**config.mk**
```make
export PLATFORM = sky130hd
export DESIGN_NAME = bcd_cascade_counter
export DESIGN_NICKNAME = d
export VERILOG_FILES = /design/src/rtl/bcd_cascade_counter.sv
export SDC_FILE = /design/constraint.sdc
export NUM_CORES = 1
export LEC_CHECK = 0
export BUFFER_PORTS_ARGS = -buffer_cell sky130_fd_sc_hd__clkbuf_2
export CORE_UTILIZATION = 30
export DETAILED_ROUTE_END_ITERATION = 10
export PLACE_DENSITY = 0.5
export SLEW_MARGIN = 0
export SYNTH_ARGS = -nofsm -noshare
export SYNTH_HDL_FRONTEND = slang
export SYNTH_SLANG_ARGS = --single-unit
```
**constraint.sdc**
```tcl
create_clock -name clk -period 1.9 [get_ports clk]
set_input_delay 0.285 -clock clk [delete_from_list [all_inputs] [get_ports clk]]
set_output_delay 0.285 -clock clk [all_outputs]
set_load 0.005 [all_outputs]
```
**src/rtl/bcd_cascade_counter.sv**
```systemverilog
// rtl/bcd_cascade_counter.sv - N-digit cascaded BCD counter with programmable terminal value, wrap or hold
// Optional down-count support (dir port) is enabled by defining BCD_COUNTER_DOWN_EN.
module bcd_cascade_counter #(
    parameter int                  DIGITS = 4,
    parameter logic [4*DIGITS-1:0] TARGET = 16'h9675
) (
    input  logic                  clk,
    input  logic                  reset,
    input  logic                  ena,
`ifdef BCD_COUNTER_DOWN_EN
    input  logic                  dir,
`endif
    input  logic                  clr,
    input  logic                  hold_at_target,
    output logic [4*DIGITS-1:0]   Qdata,
    output logic [DIGITS-1:0]     blink,
    output logic                  at_target,
    output logic                  done,
    output logic                  wrap
);

    localparam int W = 4 * DIGITS;

    logic [W-1:0] q_inc;
    logic         inc_all_nine;

    // Each digit steps only while every lower digit sits at 9; no cross-digit adder.
    always_comb begin
        logic chain;
        chain = 1'b1;
        q_inc = Qdata;
        for (int i = 0; i < DIGITS; i++) begin
            if (chain) begin
                q_inc[4*i +: 4] = (Qdata[4*i +: 4] >= 4'd9) ? 4'd0 : Qdata[4*i +: 4] + 4'd1;
            end
            chain = chain && (Qdata[4*i +: 4] == 4'd9);
        end
        inc_all_nine = chain;
    end

`ifdef BCD_COUNTER_DOWN_EN
    logic [W-1:0] q_dec;

    always_comb begin
        logic chain;
        chain = 1'b1;
        q_dec = Qdata;
        for (int i = 0; i < DIGITS; i++) begin
            if (chain) begin
                q_dec[4*i +: 4] = (Qdata[4*i +: 4] == 4'd0) ? 4'd9
                                : (Qdata[4*i +: 4] > 4'd9) ? 4'd9
                                : Qdata[4*i +: 4] - 4'd1;
            end
            chain = chain && (Qdata[4*i +: 4] == 4'd0);
        end
    end
`endif

    always_comb begin
        blink = '0;
        for (int i = 0; i < DIGITS; i++) begin
            blink[i] = (Qdata[4*i +: 4] == TARGET[4*i +: 4]);
        end
    end

    assign at_target = (Qdata == TARGET);

    always_ff @(posedge clk) begin
        if (!reset || clr) begin
            Qdata <= '0;
            done  <= 1'b0;
            wrap  <= 1'b0;
        end else begin
            wrap <= 1'b0;
            if (ena && !done) begin
`ifdef BCD_COUNTER_DOWN_EN
                if (dir) begin
                    if (Qdata == '0) begin
                        if (hold_at_target) begin
                            done <= 1'b1;
                        end else begin
                            Qdata <= TARGET;
                            wrap  <= 1'b1;
                        end
                    end else begin
                        Qdata <= q_dec;
                    end
                end else
`endif
                if (Qdata == TARGET) begin
                    if (hold_at_target) begin
                        done <= 1'b1;
                    end else begin
                        Qdata <= '0;
                        wrap  <= 1'b1;
                    end
                end else begin
                    // All-nines rollover is only reachable when TARGET holds a non-BCD nibble.
                    Qdata <= q_inc;
                    wrap  <= inc_all_nine;
                end
            end
        end
    end

    for (genvar g = 0; g < DIGITS; g++) begin : g_target_check
        if (TARGET[4*g +: 4] > 4'd9) begin : g_bad_digit
            $error("bcd_cascade_counter: TARGET digit %0d is not a BCD value", g);
        end
    end

endmodule

```
# Word level (Yosys, flattened, before mapping)
# Index checks and enable logic that the tools add are counted.
# Widths: inputs -> output; s select.
# classes
n_addsub	4
n_lt_le_gt_ge	4
eq_ne	9
mux	11
n_bitwise	1
n_reduce_logical	16
# ops
cell	n
$mux 16	2
$mux 4	7
$add 4x1->4 const B	4
$eq 16x16->1 const B	1
$eq 4x4->1 const B	4
$ge 4x4->1 const B	4
$eq 4x3->1 const B	3
$reduce_and 3->1	4
$reduce_bool 2->1	3
$logic_and 1x1->1	4
$logic_not 1->1	2
$mux 1	2
$ne 2x2->1 const B	1
$reduce_and 2->1	1
$reduce_or 2->1	1
$logic_or 1x1->1	1
$not 1->1	1
# totals
regBits	18
in_bits	5

# Longest topological paths before layout
# depth
ltp_word	5
mapped_depth	8
mapped_depth_nobuf	7

# Worst setup path before layout
# No wires, ideal clock.
# synth_timing
kind	register to register
startpoint	register Qdata[12]
endpoint	register Qdata[6]
setup_ns	0.117
t_arrival_ns	1.809
required_time_ns	1.783
setup_slack_ns	-0.026
path_stages_with_launch	7
period_less_slack_ns	1.926
path_cell_list	dfxtp_1 -> ha_1 -> nand3b_4 -> or4_1 -> a21oi_2 -> o21ai_1 -> a32o_1
# synth_between
elab_chain_len	3
word_cells_on_any_way	5
cone_classes	eq/ne (2); mux (1); reduce/logical (2)
# synth_lines
element	line_no	text
start, declared	15	output logic [4*DIGITS-1:0] Qdata,
start signal, assigned	99	Qdata <= q_inc;
$eq 16x16->1 (*)	90	if (Qdata == TARGET) begin
$ne 2x2->1 (no source line) or $reduce_bool 2->1 (tied branches)	-	
$reduce_and 3->1 (no source line)	-	
# Mark *: on every way between the ends. The rest lies on a longest branch, timed or not.
# A chain may end at the register's enable or synchronous reset.

# Final worst setup path
# layout_timing
startpoint	register Qdata[1]
endpoint	register Qdata[10]
# layout_between
elab_chain_len	4
word_cells_on_any_way	7
cone_classes	eq/ne (3); mux (1); reduce/logical (3)
# layout_lines
element
parallel branches: the longest is 4 deep, another holds $eq 16x16->1
# Several ways; the timed one is not identified.

==> flow_summary.ini <==
[placed_design]
dpl.hpwl_um = 2326
gp_congestion = 0.7850
post_dp_cell_area_um2 = 1570
place_ws_ns = -0.07049
dp_cells = 237
portBuffers = 27

[logic_synthesis]
synth_nets = 159
synth-simple-area-share = 0.3542
ys_ff_latch = 18
yosysWarnings = 0
synth_top_area_frac = 0.3000
syn_inst = 141
async_flop_share = 0
synth_compound_area_frac = 0.1375
synth_adder_area_share = 0.1354
synth.area.mux_share = 0.01667
synth.area.top_cells = dfxtp_1 30%, ha_1 14%, a21oi_1 5.8%, nand3b_4 5.0%, inv_1 4.7%
synth_edf_count = 0
syn_area_um2 = 1201
ys_seq_area_frac = 0.3000
synth.largest_area_cell = dfxtp_1
yosys_most_used_dff = dfxtp_1
ys_types = 37
synth_top_family_by_area = simple AND/OR/NAND/NOR gates
synth.avg_cell_area_um2 = 8.519
synth_xor_area_frac = 0

[route]
via_per_inst = 4.774
wl_per_cell_um = 12.42
drtIter0Drc = 30
num_vias = 1203
wirelength_um = 3130
ant_nets = 0
drc = 0
drt-pass1-iter-count = 4

[setup_path]
setup.worst_path.class = reg -> reg
cp_max_fo = 4
startpoint_type = flop
path_cells = inv_2 -> ha_4 -> nand3b_1 -> nor4_2 -> buf_4 -> buf_6 -> or2_4 -> or4_1 -> a21oi_1
cp_slowest_cell = or4_1
slowest_delay_ns = 0.46
arrival_ns = 2.08
cp-end-kind = flop
r2r_slack_ns = 0.008
cp_data_required_time_ns = 2.09

[job]
maxCapViolCount = 0

[clock_network]
cts_made_buffers = 3
cts_tree = yes
cts.sinks = 18
clk_latency_ns = 0.25
cts-root-buf = clkbuf_8
clockBufferDepth = 2
h-tree-depth = 1
clkTransAtPathRegs_ns = 0.07
postCtsHoldBufs = 0

[cells_and_area]
final_layout_size_suffix_gt1_frac = 0.5098
finalNonFillerCells = 252
n_fill_cell = 363
design_area_um2 = 1892
syn_to_final_growth_pct = 57.50
n_antenna_cell = 0
nNetsFinal = 223

[timing]
period_needed_ns = 1.892
slew_viol_final = 0
fmax_ghz = 0.5287
finalHoldViolCount = 0
worst_slew_pin_slew_ns = 0.3954
whs_ns = 0.3174
min_period_over_period = 0.9956
tns_ns = 0
fin_ws_ns = 0.008441
finalSetupViolCount = 0
fin_skew_ns = 0.004484
relSlewSlack = 0.7364
rsz0062_at_grt = yes

[die]
die_w_um = 65.28
coreArea_um2 = 3744
ioPinCount = 28
dieArea_um2 = 4261
row_count = 22
initial_core_util = 0.3209
die_y_um = 65.28

[grt]
grt_max_degree = 11
grt_overflow = 0
grt_usage = 0.1539
antenna_found_initial = 0
grt_pass1_wl_um = 5030
grt_pass1_vias = 1128

[worst_hold_path]
min_path_type = in -> reg

[power_and_ir_drop]
p_leak_uw = 0.0009180
vdd_drop_max_uv = 243.8
cellPowerDensity_nw_per_um2 = 385.5

[status]
run_status = complete, no violations
## sequential cells by signal, indices dropped and copies added (netlist names)
signal / flops
wrap: 1
done: 1
Qdata: 16
## metal layers
layer	up-vias	global-route usage	routed length [um]
met1	564	0.2036	1480
li1	621	-	-
met4	0	0.06522	23
met5	-	0	0
met2	16	0.2474	1539
met3	2	0.02257	86
## cell families after synthesis
| group | count (synthesis) |
|---|---|
| and+or+nand+nor | 62 |
| AOI/OAI and AO/OA | 28 |
| buffers and inverters | 18 |
| DFF | 18 |
| adders and majority gates | 13 |
| muxes | 2 |
## timing repair
action / in CTS / in global routing
resized for setup: 17 / 24
endpoints found under the setup margin: 7 / 12
buffers inserted: 5 / 6
pin swaps: 4 / 7
## final timing paths
kind | startpoint | to | cells after the start
setup / recovery | Qdata[1] | Qdata[10] | 9
hold / removal | hold_at_target | done | 3
setup reg to reg | Qdata[1] | Qdata[10] | 9
hold reg to reg | Qdata[9] | Qdata[9] | 2
## synth_stat cells, types with 2 or more instances
master     n
a21oi_1   14
clkbuf_1   2
dfxtp_1   18
ha_1      13
inv_1     15
mux2i_1    2
nand2_1   10
nand2b_1   4
nand3_1    2
nand3b_1   2
nand3b_4   3
nor2_1     8
nor2b_1    4
nor3_1     5
nor3b_1    3
nor4_1     3
o21ai_0    3
o21ai_1    3
o21ai_2    2
or3_1      4
or3b_1     2
or4_1      3
or4b_1     2
## through the flow
step	util	power, uW
global route	0.5053	764.4
detailed placement	0.4195	424.7
global placement	0.4195	423.9
finish	0.5053	729.3
floorplan	-	407.1
CTS	0.4686	749.7
## area by class of cell
class / count / area, um^2 / share of cell area
inverters: 15 / 56.30 / 0.02976
clock buffers: 4 / 55.05 / 0.02910
repair buffers: 62 / 405.4 / 0.2143
flip-flops and latches: 18 / 379.1 / 0.2004
multi-input cells: 105 / 935.9 / 0.4947
well taps: 48 / 60.06 / 0.03175
## report_power, final
part	total (uW)	internal (uW)	leakage, uW	switching, uW
Sequential	376	374	0.000150	1.33
Clock	313	184	0.0000288	129
Combinational	40.8	17.5	0.000739	23.3
## placed cells by master, fill, tap and decap left out, types with 5 or more instances in the layout
cell type / count
a21oi_1: 13
buf_4: 33
clkbuf_2: 27
dfxtp_1: 9
dfxtp_2: 6
ha_1: 7
ha_4: 5
inv_1: 12
nand2_1: 9
nor2_1: 8
## critical path: cells and delay by family (launching register included)
family | cells | cell delay, ns
AND/OR/NAND/NOR | 4 | 0.86
flip-flops | 1 | 0.34
buffers and inverters | 3 | 0.32
adder cells (fa/ha/maj) | 1 | 0.18
AO/OA/AOI/OAI | 1 | 0.12
(Power assumes the default switching activity.)
